### config.mk
export PLATFORM = sky130hd
export DESIGN_NAME = rs_muldiv
export DESIGN_NICKNAME = d
export VERILOG_FILES = /design/src/rtl/rs_muldiv_pkg.sv /design/src/rtl/rs_muldiv_select.sv /design/src/rtl/rs_muldiv.sv
export SDC_FILE = /design/constraint.sdc
export NUM_CORES = 1
export LEC_CHECK = 0
export BUFFER_PORTS_ARGS = -buffer_cell sky130_fd_sc_hd__buf_4
export CORE_UTILIZATION = 35
export CTS_CLUSTER_DIAMETER = 40
export DETAILED_ROUTE_END_ITERATION = 8
export PLACE_DENSITY_LB_ADDON = 0.3
export RECOVER_POWER = 100
export SYNTH_ARGS = -nofsm -noshare
export SYNTH_HDL_FRONTEND = slang
export SYNTH_SLANG_ARGS = --single-unit
### constraint.sdc
create_clock -name Clock -period 3.13 [get_ports Clock]
set_input_delay 0.313 -clock Clock [delete_from_list [all_inputs] [get_ports Clock]]
set_output_delay 0.313 -clock Clock [all_outputs]
set_load 0.005 [all_outputs]
### src/rtl/rs_muldiv_pkg.sv
// Shared types and constants for the mul/div reservation station.
// Optional age-ordered issue is enabled with RS_MULDIV_AGE_PRIORITY_EN.
package rs_muldiv_pkg;

  localparam int unsigned LABEL_W = 2;
  localparam int unsigned DATA_W  = 12;
  localparam int unsigned OP_W    = 3;

  typedef enum logic [OP_W-1:0] {
    OP_MUL = 3'b010,
    OP_DIV = 3'b011
  } op_e;

  typedef enum logic {
    IDLE = 1'b0,
    BUSY = 1'b1
  } state_e;

  typedef struct packed {
    logic               busy;
    logic               issued;
    logic               rdy_j;
    logic               rdy_k;
    logic [OP_W-1:0]    op;
    logic [DATA_W-1:0]  vj;
    logic [DATA_W-1:0]  vk;
    logic [LABEL_W-1:0] qj;
    logic [LABEL_W-1:0] qk;
  } entry_t;

  // Index width that stays legal for a single-entry station.
  function automatic int unsigned idx_width(input int unsigned n);
    return (n > 1) ? $clog2(n) : 1;
  endfunction

endpackage

### src/rtl/rs_muldiv_select.sv
// Combinational ready-entry picker: lowest index by default, oldest entry
// when RS_MULDIV_AGE_PRIORITY_EN is defined.
module rs_muldiv_select
  import rs_muldiv_pkg::*;
#(
  parameter int unsigned ENTRIES = 2,
  parameter int unsigned IDX_W   = 1
) (
  input  logic [ENTRIES-1:0]            ready_i,
`ifdef RS_MULDIV_AGE_PRIORITY_EN
  input  logic [ENTRIES-1:0][IDX_W-1:0] age_i,
`endif
  output logic                          sel_valid_c,
  output logic [IDX_W-1:0]              sel_idx_c
);

`ifdef RS_MULDIV_AGE_PRIORITY_EN
  logic [IDX_W-1:0] best_age;

  // Strict compare keeps the lower index on equal ages.
  always_comb begin
    sel_valid_c = 1'b0;
    sel_idx_c   = '0;
    best_age    = '0;
    for (int i = 0; i < ENTRIES; i++) begin
      if (ready_i[i] && (!sel_valid_c || (age_i[i] > best_age))) begin
        sel_valid_c = 1'b1;
        sel_idx_c   = IDX_W'(i);
        best_age    = age_i[i];
      end
    end
  end
`else
  always_comb begin
    sel_valid_c = 1'b0;
    sel_idx_c   = '0;
    for (int i = 0; i < ENTRIES; i++) begin
      if (ready_i[i] && !sel_valid_c) begin
        sel_valid_c = 1'b1;
        sel_idx_c   = IDX_W'(i);
      end
    end
  end
`endif

endmodule

### src/rtl/rs_muldiv.sv
// Reservation station for the mul/div FU: holds dispatched ops, snoops the CDB
// and issues one ready op at a time. RS_MULDIV_AGE_PRIORITY_EN selects oldest-first issue.
module rs_muldiv
  import rs_muldiv_pkg::*;
#(
  parameter int unsigned        ENTRIES    = 2,
  parameter logic [LABEL_W-1:0] LABEL_BASE = 2'd0
) (
  input  logic               Clock,
  input  logic               Resetn,
  input  logic               Dispatch,
  input  logic [OP_W-1:0]    DispOp,
  input  logic [DATA_W-1:0]  DispVj,
  input  logic [DATA_W-1:0]  DispVk,
  input  logic               DispRdyJ,
  input  logic               DispRdyK,
  input  logic [LABEL_W-1:0] DispQj,
  input  logic [LABEL_W-1:0] DispQk,
  output logic [LABEL_W-1:0] DispLabel,
  output logic               Full,
  input  logic               CDBValid,
  input  logic [LABEL_W-1:0] CDBLabel,
  input  logic [DATA_W-1:0]  CDBData,
  output logic               FUEn,
  output logic [DATA_W-1:0]  FURx,
  output logic [DATA_W-1:0]  FURy,
  output logic [OP_W-1:0]    FUOp,
  output logic [LABEL_W-1:0] FULabel,
  input  logic               FUDone,
  input  logic [LABEL_W-1:0] FULabelIn
);

  localparam int unsigned IDX_W = idx_width(ENTRIES);

  entry_t [ENTRIES-1:0] entry_q, entry_d;
  state_e               state_q, state_d;
  logic                 fu_en_q, fu_en_d;
  logic [DATA_W-1:0]    fu_rx_q, fu_rx_d, fu_ry_q, fu_ry_d;
  logic [OP_W-1:0]      fu_op_q, fu_op_d;
  logic [LABEL_W-1:0]   fu_label_q, fu_label_d;
  logic [IDX_W-1:0]     cur_idx_q, cur_idx_d;

  logic [ENTRIES-1:0]   busy_c, ready_c, avail_c, free_vec_c;
  logic                 full_c, free_c, alloc_c, alloc_found_c, issue_c;
  logic [IDX_W-1:0]     alloc_idx_c;
  logic                 sel_valid_c;
  logic [IDX_W-1:0]     sel_idx_c;
  entry_t               sel_entry_c;
  logic                 disp_rdy_j_c, disp_rdy_k_c;
  logic [DATA_W-1:0]    disp_vj_c, disp_vk_c;

  // Status vectors, free/alloc decisions and dispatch-side CDB bypass.
  always_comb begin
    free_c        = (state_q == BUSY) && FUDone && (FULabelIn == fu_label_q);
    alloc_found_c = 1'b0;
    alloc_idx_c   = '0;
    sel_entry_c   = '0;
    for (int i = 0; i < ENTRIES; i++) begin
      busy_c[i]     = entry_q[i].busy;
      ready_c[i]    = entry_q[i].busy && entry_q[i].rdy_j && entry_q[i].rdy_k
                      && !entry_q[i].issued;
      free_vec_c[i] = free_c && (cur_idx_q == IDX_W'(i));
      avail_c[i]    = !entry_q[i].busy || free_vec_c[i];
      if (avail_c[i] && !alloc_found_c) begin
        alloc_found_c = 1'b1;
        alloc_idx_c   = IDX_W'(i);
      end
      if (sel_idx_c == IDX_W'(i)) sel_entry_c = entry_q[i];
    end
    full_c       = &busy_c;
    alloc_c      = Dispatch && !full_c && alloc_found_c;
    issue_c      = (state_q == IDLE) && sel_valid_c;
    disp_rdy_j_c = DispRdyJ || (CDBValid && (DispQj == CDBLabel));
    disp_rdy_k_c = DispRdyK || (CDBValid && (DispQk == CDBLabel));
    disp_vj_c    = DispRdyJ ? DispVj : CDBData;
    disp_vk_c    = DispRdyK ? DispVk : CDBData;
  end

  assign Full      = full_c;
  assign DispLabel = LABEL_W'(32'(LABEL_BASE) + 32'(alloc_idx_c));

`ifdef RS_MULDIV_AGE_PRIORITY_EN
  logic [ENTRIES-1:0][IDX_W-1:0] age_q, age_d;
  logic [IDX_W-1:0]              freed_age_c;

  // Busy entries hold distinct ages 0..n-1; larger means allocated earlier.
  always_comb begin
    freed_age_c = '0;
    for (int i = 0; i < ENTRIES; i++) begin
      if (cur_idx_q == IDX_W'(i)) freed_age_c = age_q[i];
    end
    for (int i = 0; i < ENTRIES; i++) begin
      age_d[i] = age_q[i];
      if (busy_c[i] && !free_vec_c[i]) begin
        if (free_c && (age_q[i] > freed_age_c)) age_d[i] = age_d[i] - IDX_W'(1);
        if (alloc_c) age_d[i] = age_d[i] + IDX_W'(1);
      end
      if (alloc_c && (alloc_idx_c == IDX_W'(i))) age_d[i] = '0;
    end
  end

  always_ff @(posedge Clock) begin
    if (!Resetn) age_q <= '0;
    else         age_q <= age_d;
  end
`endif

  rs_muldiv_select #(
    .ENTRIES (ENTRIES),
    .IDX_W   (IDX_W)
  ) u_select (
    .ready_i     (ready_c),
`ifdef RS_MULDIV_AGE_PRIORITY_EN
    .age_i       (age_q),
`endif
    .sel_valid_c (sel_valid_c),
    .sel_idx_c   (sel_idx_c)
  );

  // Per-entry update: snoop, free, issue mark; allocation overrides all.
  always_comb begin
    for (int i = 0; i < ENTRIES; i++) begin
      entry_d[i] = entry_q[i];
      if (entry_q[i].busy && CDBValid) begin
        if (!entry_q[i].rdy_j && (entry_q[i].qj == CDBLabel)) begin
          entry_d[i].vj    = CDBData;
          entry_d[i].rdy_j = 1'b1;
        end
        if (!entry_q[i].rdy_k && (entry_q[i].qk == CDBLabel)) begin
          entry_d[i].vk    = CDBData;
          entry_d[i].rdy_k = 1'b1;
        end
      end
      if (free_vec_c[i]) begin
        entry_d[i].busy   = 1'b0;
        entry_d[i].issued = 1'b0;
      end
      if (issue_c && (sel_idx_c == IDX_W'(i))) entry_d[i].issued = 1'b1;
      if (alloc_c && (alloc_idx_c == IDX_W'(i))) begin
        entry_d[i] = '{busy: 1'b1, issued: 1'b0, rdy_j: disp_rdy_j_c,
                       rdy_k: disp_rdy_k_c, op: DispOp, vj: disp_vj_c,
                       vk: disp_vk_c, qj: DispQj, qk: DispQk};
      end
    end
  end

  // Issue FSM: FU outputs only change on issue; FUEn drops on matching Done.
  always_comb begin
    state_d    = state_q;
    fu_en_d    = fu_en_q;
    fu_rx_d    = fu_rx_q;
    fu_ry_d    = fu_ry_q;
    fu_op_d    = fu_op_q;
    fu_label_d = fu_label_q;
    cur_idx_d  = cur_idx_q;
    case (state_q)
      IDLE: begin
        if (issue_c) begin
          state_d    = BUSY;
          fu_en_d    = 1'b1;
          fu_rx_d    = sel_entry_c.vj;
          fu_ry_d    = sel_entry_c.vk;
          fu_op_d    = sel_entry_c.op;
          fu_label_d = LABEL_W'(32'(LABEL_BASE) + 32'(sel_idx_c));
          cur_idx_d  = sel_idx_c;
        end
      end
      BUSY: begin
        if (free_c) begin
          state_d = IDLE;
          fu_en_d = 1'b0;
        end
      end
      default: state_d = IDLE;
    endcase
  end

  always_ff @(posedge Clock) begin
    if (!Resetn) begin
      state_q    <= IDLE;
      fu_en_q    <= 1'b0;
      fu_rx_q    <= '0;
      fu_ry_q    <= '0;
      fu_op_q    <= '0;
      fu_label_q <= '0;
      cur_idx_q  <= '0;
      entry_q    <= '0;
    end else begin
      state_q    <= state_d;
      fu_en_q    <= fu_en_d;
      fu_rx_q    <= fu_rx_d;
      fu_ry_q    <= fu_ry_d;
      fu_op_q    <= fu_op_d;
      fu_label_q <= fu_label_d;
      cur_idx_q  <= cur_idx_d;
      entry_q    <= entry_d;
    end
  end

  assign FUEn    = fu_en_q;
  assign FURx    = fu_rx_q;
  assign FURy    = fu_ry_q;
  assign FUOp    = fu_op_q;
  assign FULabel = fu_label_q;

endmodule

==> out/results.tsv <==
stage	metric	value	unit
outcome	status	completed	
timing	setup_viol	0	
synth	synth_area	4670	sq um
timing	finClkSkew	0.0122	ns
clock_network	cts_tree	yes	
final_layout	post-route-util	0.437	
synth	synth_edf_count	0	
timing	timing.hold.ws	0.241	ns
clock_network	holdBufCountCts	0	
clock_network	worst_skew_pair.late_latency	0.34	ns
setup_path	path_max_fanout	8	
final_layout	mostFrequentLayoutCells	100 x dfxtp_1, 66 x a21oi_1, 66 x o21ai_0	
timing	period_minus_slack	2.62	ns
placement	port_buffers	84	
timing	fin_setup_tns	0	ns
timing	fin_crit_sh	0.837	
final_layout	layout_commonest_cell	dfxtp_1	
floorplan	rows	41	
floorplan	start_util	0.364	
timing	tightest_slew	0.969	ns
final_layout	area_growth	20.0	%
floorplan	core	12800	sq um
grt	grt_pass1_vias	3826	
floorplan	die_y	118	um
synth	netlist_instances	491	
drt	dr.pass1.iters	5	
synth	synth_area_per_cell	9.51	sq um
placement	dp_cells	713	
timing	hold_viol_final	0	
floorplan	io_pins	87	
grt	gr-total-overflow	0	
clock_network	cts_num_sinks	100	
timing	slew_viol_final	0	
setup_path	critical_path.slowest_cell	dfxtp_1	
placement	dp_hpwl	8710	um
clock_network	cts_setup_buffers	0	
power	leakagePower	2.14	nW
synth	synth_top_flop_cell	dfxtp_1	
synth	async_flop_share	0	
floorplan	die_x	118	um
drt	drtAntennaViolNets	0	
final_layout	fin_area	5600	sq um
timing	fmax	382	MHz
clock_network	cts_buffers	9	
setup_path	required	2.82	ns
synth	yosysTopAreaCell	dfxtp_1	
drt	vias_per_cell	5.37	
grt	track_usage	0.187	
drt	wl	12900	um
setup_path	path_class	flop to primary output	
synth	synthTopCellsByArea	dfxtp_1 43%, mux2i_1 13%, a21oi_1 7.1%	
clock_network	cts_resized	0	
hold_path	hp-class	input port to flop	
floorplan	dieArea	13800	sq um
synth	ys_warn_count	0	
grt	grt_antenna_before_repair	0	
grt	grt_max_degree	47	
final_layout	diodes	0	
clock_network	clkSlewWorstSetupHoldPaths	0.07	ns
setup_path	cp-start-kind	flop	
synth	synth_seq_cells	100	
placement	placed_area	5350	sq um
final_layout	fin_cells	729	
setup_path	critPathMaxStageDelay	0.46	ns
grt	grt_first_pass_wirelength	20500	um
drt	post_drt_wl_per_cell	17.7	um
synth	synth-seq-area-share	0.429	
setup_path	arrival	2.31	ns
final_layout	layout-drive-gt1-share	0.255	
power	power_density	498	nW/um^2
timing	rsz0062_at_grt	false	
final_layout	nNetsFinal	606	
clock_network	cts_buffer_depth	2	
timing	slew_headroom	0.349	
clock_network	ctsHtreeMaxLevel	3	
synth	yosysUniqueCellTypes	37	
placement	routabilityCongestion	0.823	
run	cap_viol_max_count	0	
drt	drtIter0Drc	352	
clock_network	root_buffer	clkbuf_16	
power	vdd_drop_max	0.310	mV
synth	synth_top_area_frac	0.429	
drt	drc	0	
drt	vias	3913	
setup_path	cp_cell_sequence	and3b_1, a21oi_1, o21ai_2, clkinv_1, buf_4	
setup_path	endpoint_kind	primary output	
## final cells by class
class                      instances  area (sq um)
multi-input combinational        340          2380
timing repair buffer              95           698
clock buffer                       9           225
clock inverter                     7          57.6
tap                              172           215
sequential                       100          2000
inverter                           6          22.5
fill                            1276          7220
## worst max-delay path, delay by kind of cell (launching register included)
family / cells / cell delay, ns
AO/OA/AOI/OAI: 2 / 0.53
buffers and inverters: 2 / 0.66
flip-flops: 1 / 0.46
AND/OR/NAND/NOR: 1 / 0.32
## Yosys cell counts, types with 3 or more instances
cell type / count
a21boi_0: 3
a21boi_1: 3
a21oi_1: 66
a22oi_1: 3
buf_1: 3
buf_2: 7
buf_4: 9
buf_6: 6
clkbuf_1: 19
dfxtp_1: 100
inv_1: 4
mux2_2: 24
mux2i_1: 62
nand2_1: 15
nand4b_1: 3
nor2_1: 5
nor2b_1: 17
nor4_4: 4
o21ai_0: 55
o21ai_1: 11
o22ai_1: 41
xnor2_1: 4
xor2_1: 8
## power by group
| group | switching [W] | internal [W] | total, W |
|---|---|---|---|
| logic | 0.000182 | 0.000161 | 0.000343 |
| clock network | 0.000515 | 0.000551 | 0.00107 |
| registers | 0.0000404 | 0.00134 | 0.00138 |
| total | 0.000737 | 0.00205 | 0.00279 |
## kinds of logic (layout without fill, tap and decap cells)
kind of cell,after synthesis,count (layout),synth area share
AO/OA/AOI/OAI,187,187,0.220
XOR/XNOR,12,12,0.0225
buffers and inverters,52,117,0.0611
flip-flops,100,100,0.429
multiplexers,86,86,0.191
other,1,2,0.000803
AND/OR/NAND/NOR,53,53,0.0758
## through the flow
| stage | total power [W] | setup WS, ns |
|---|---|---|
| 5_1_grt | 0.00290 | 0.341 |
| 3_3_place_gp | 0.00174 | 0.899 |
| 4_1_cts | 0.00281 | 0.536 |
| 2_1_floorplan | 0.00163 | 1.41 |
| 3_5_place_dp | 0.00176 | 0.786 |
| 6_report | 0.00279 | 0.509 |
## flip-flops by register name, indices dropped and copies added (netlist names)
signal	count
FURx	12
busy_c	2
FUEn	1
FUOp	3
FULabel	1
state_q	1
FURy	12
entry_q	68
## path summary, 6_finish.rpt
check / depth (start not counted) / slack, ns / start / to
worst max-delay path: 5 / 0.51 / state_q / DispLabel[0]
worst min-delay path: 3 / 0.24 / DispOp[2] / entry_q[30]
worst max register to register: 5 / 0.60 / busy_c[1] / entry_q[52]
worst min register to register: 2 / 0.50 / entry_q[33] / entry_q[33]
## per-layer routing
layer	global-route usage	vias up	wire length, um
met5	0	-	0
met2	0.297	111	5820
li1	-	1911	-
met1	0.256	1877	6290
met3	0.0368	14	579
met4	0.0537	0	190
Note: power is estimated with default switching activity, not from simulation.
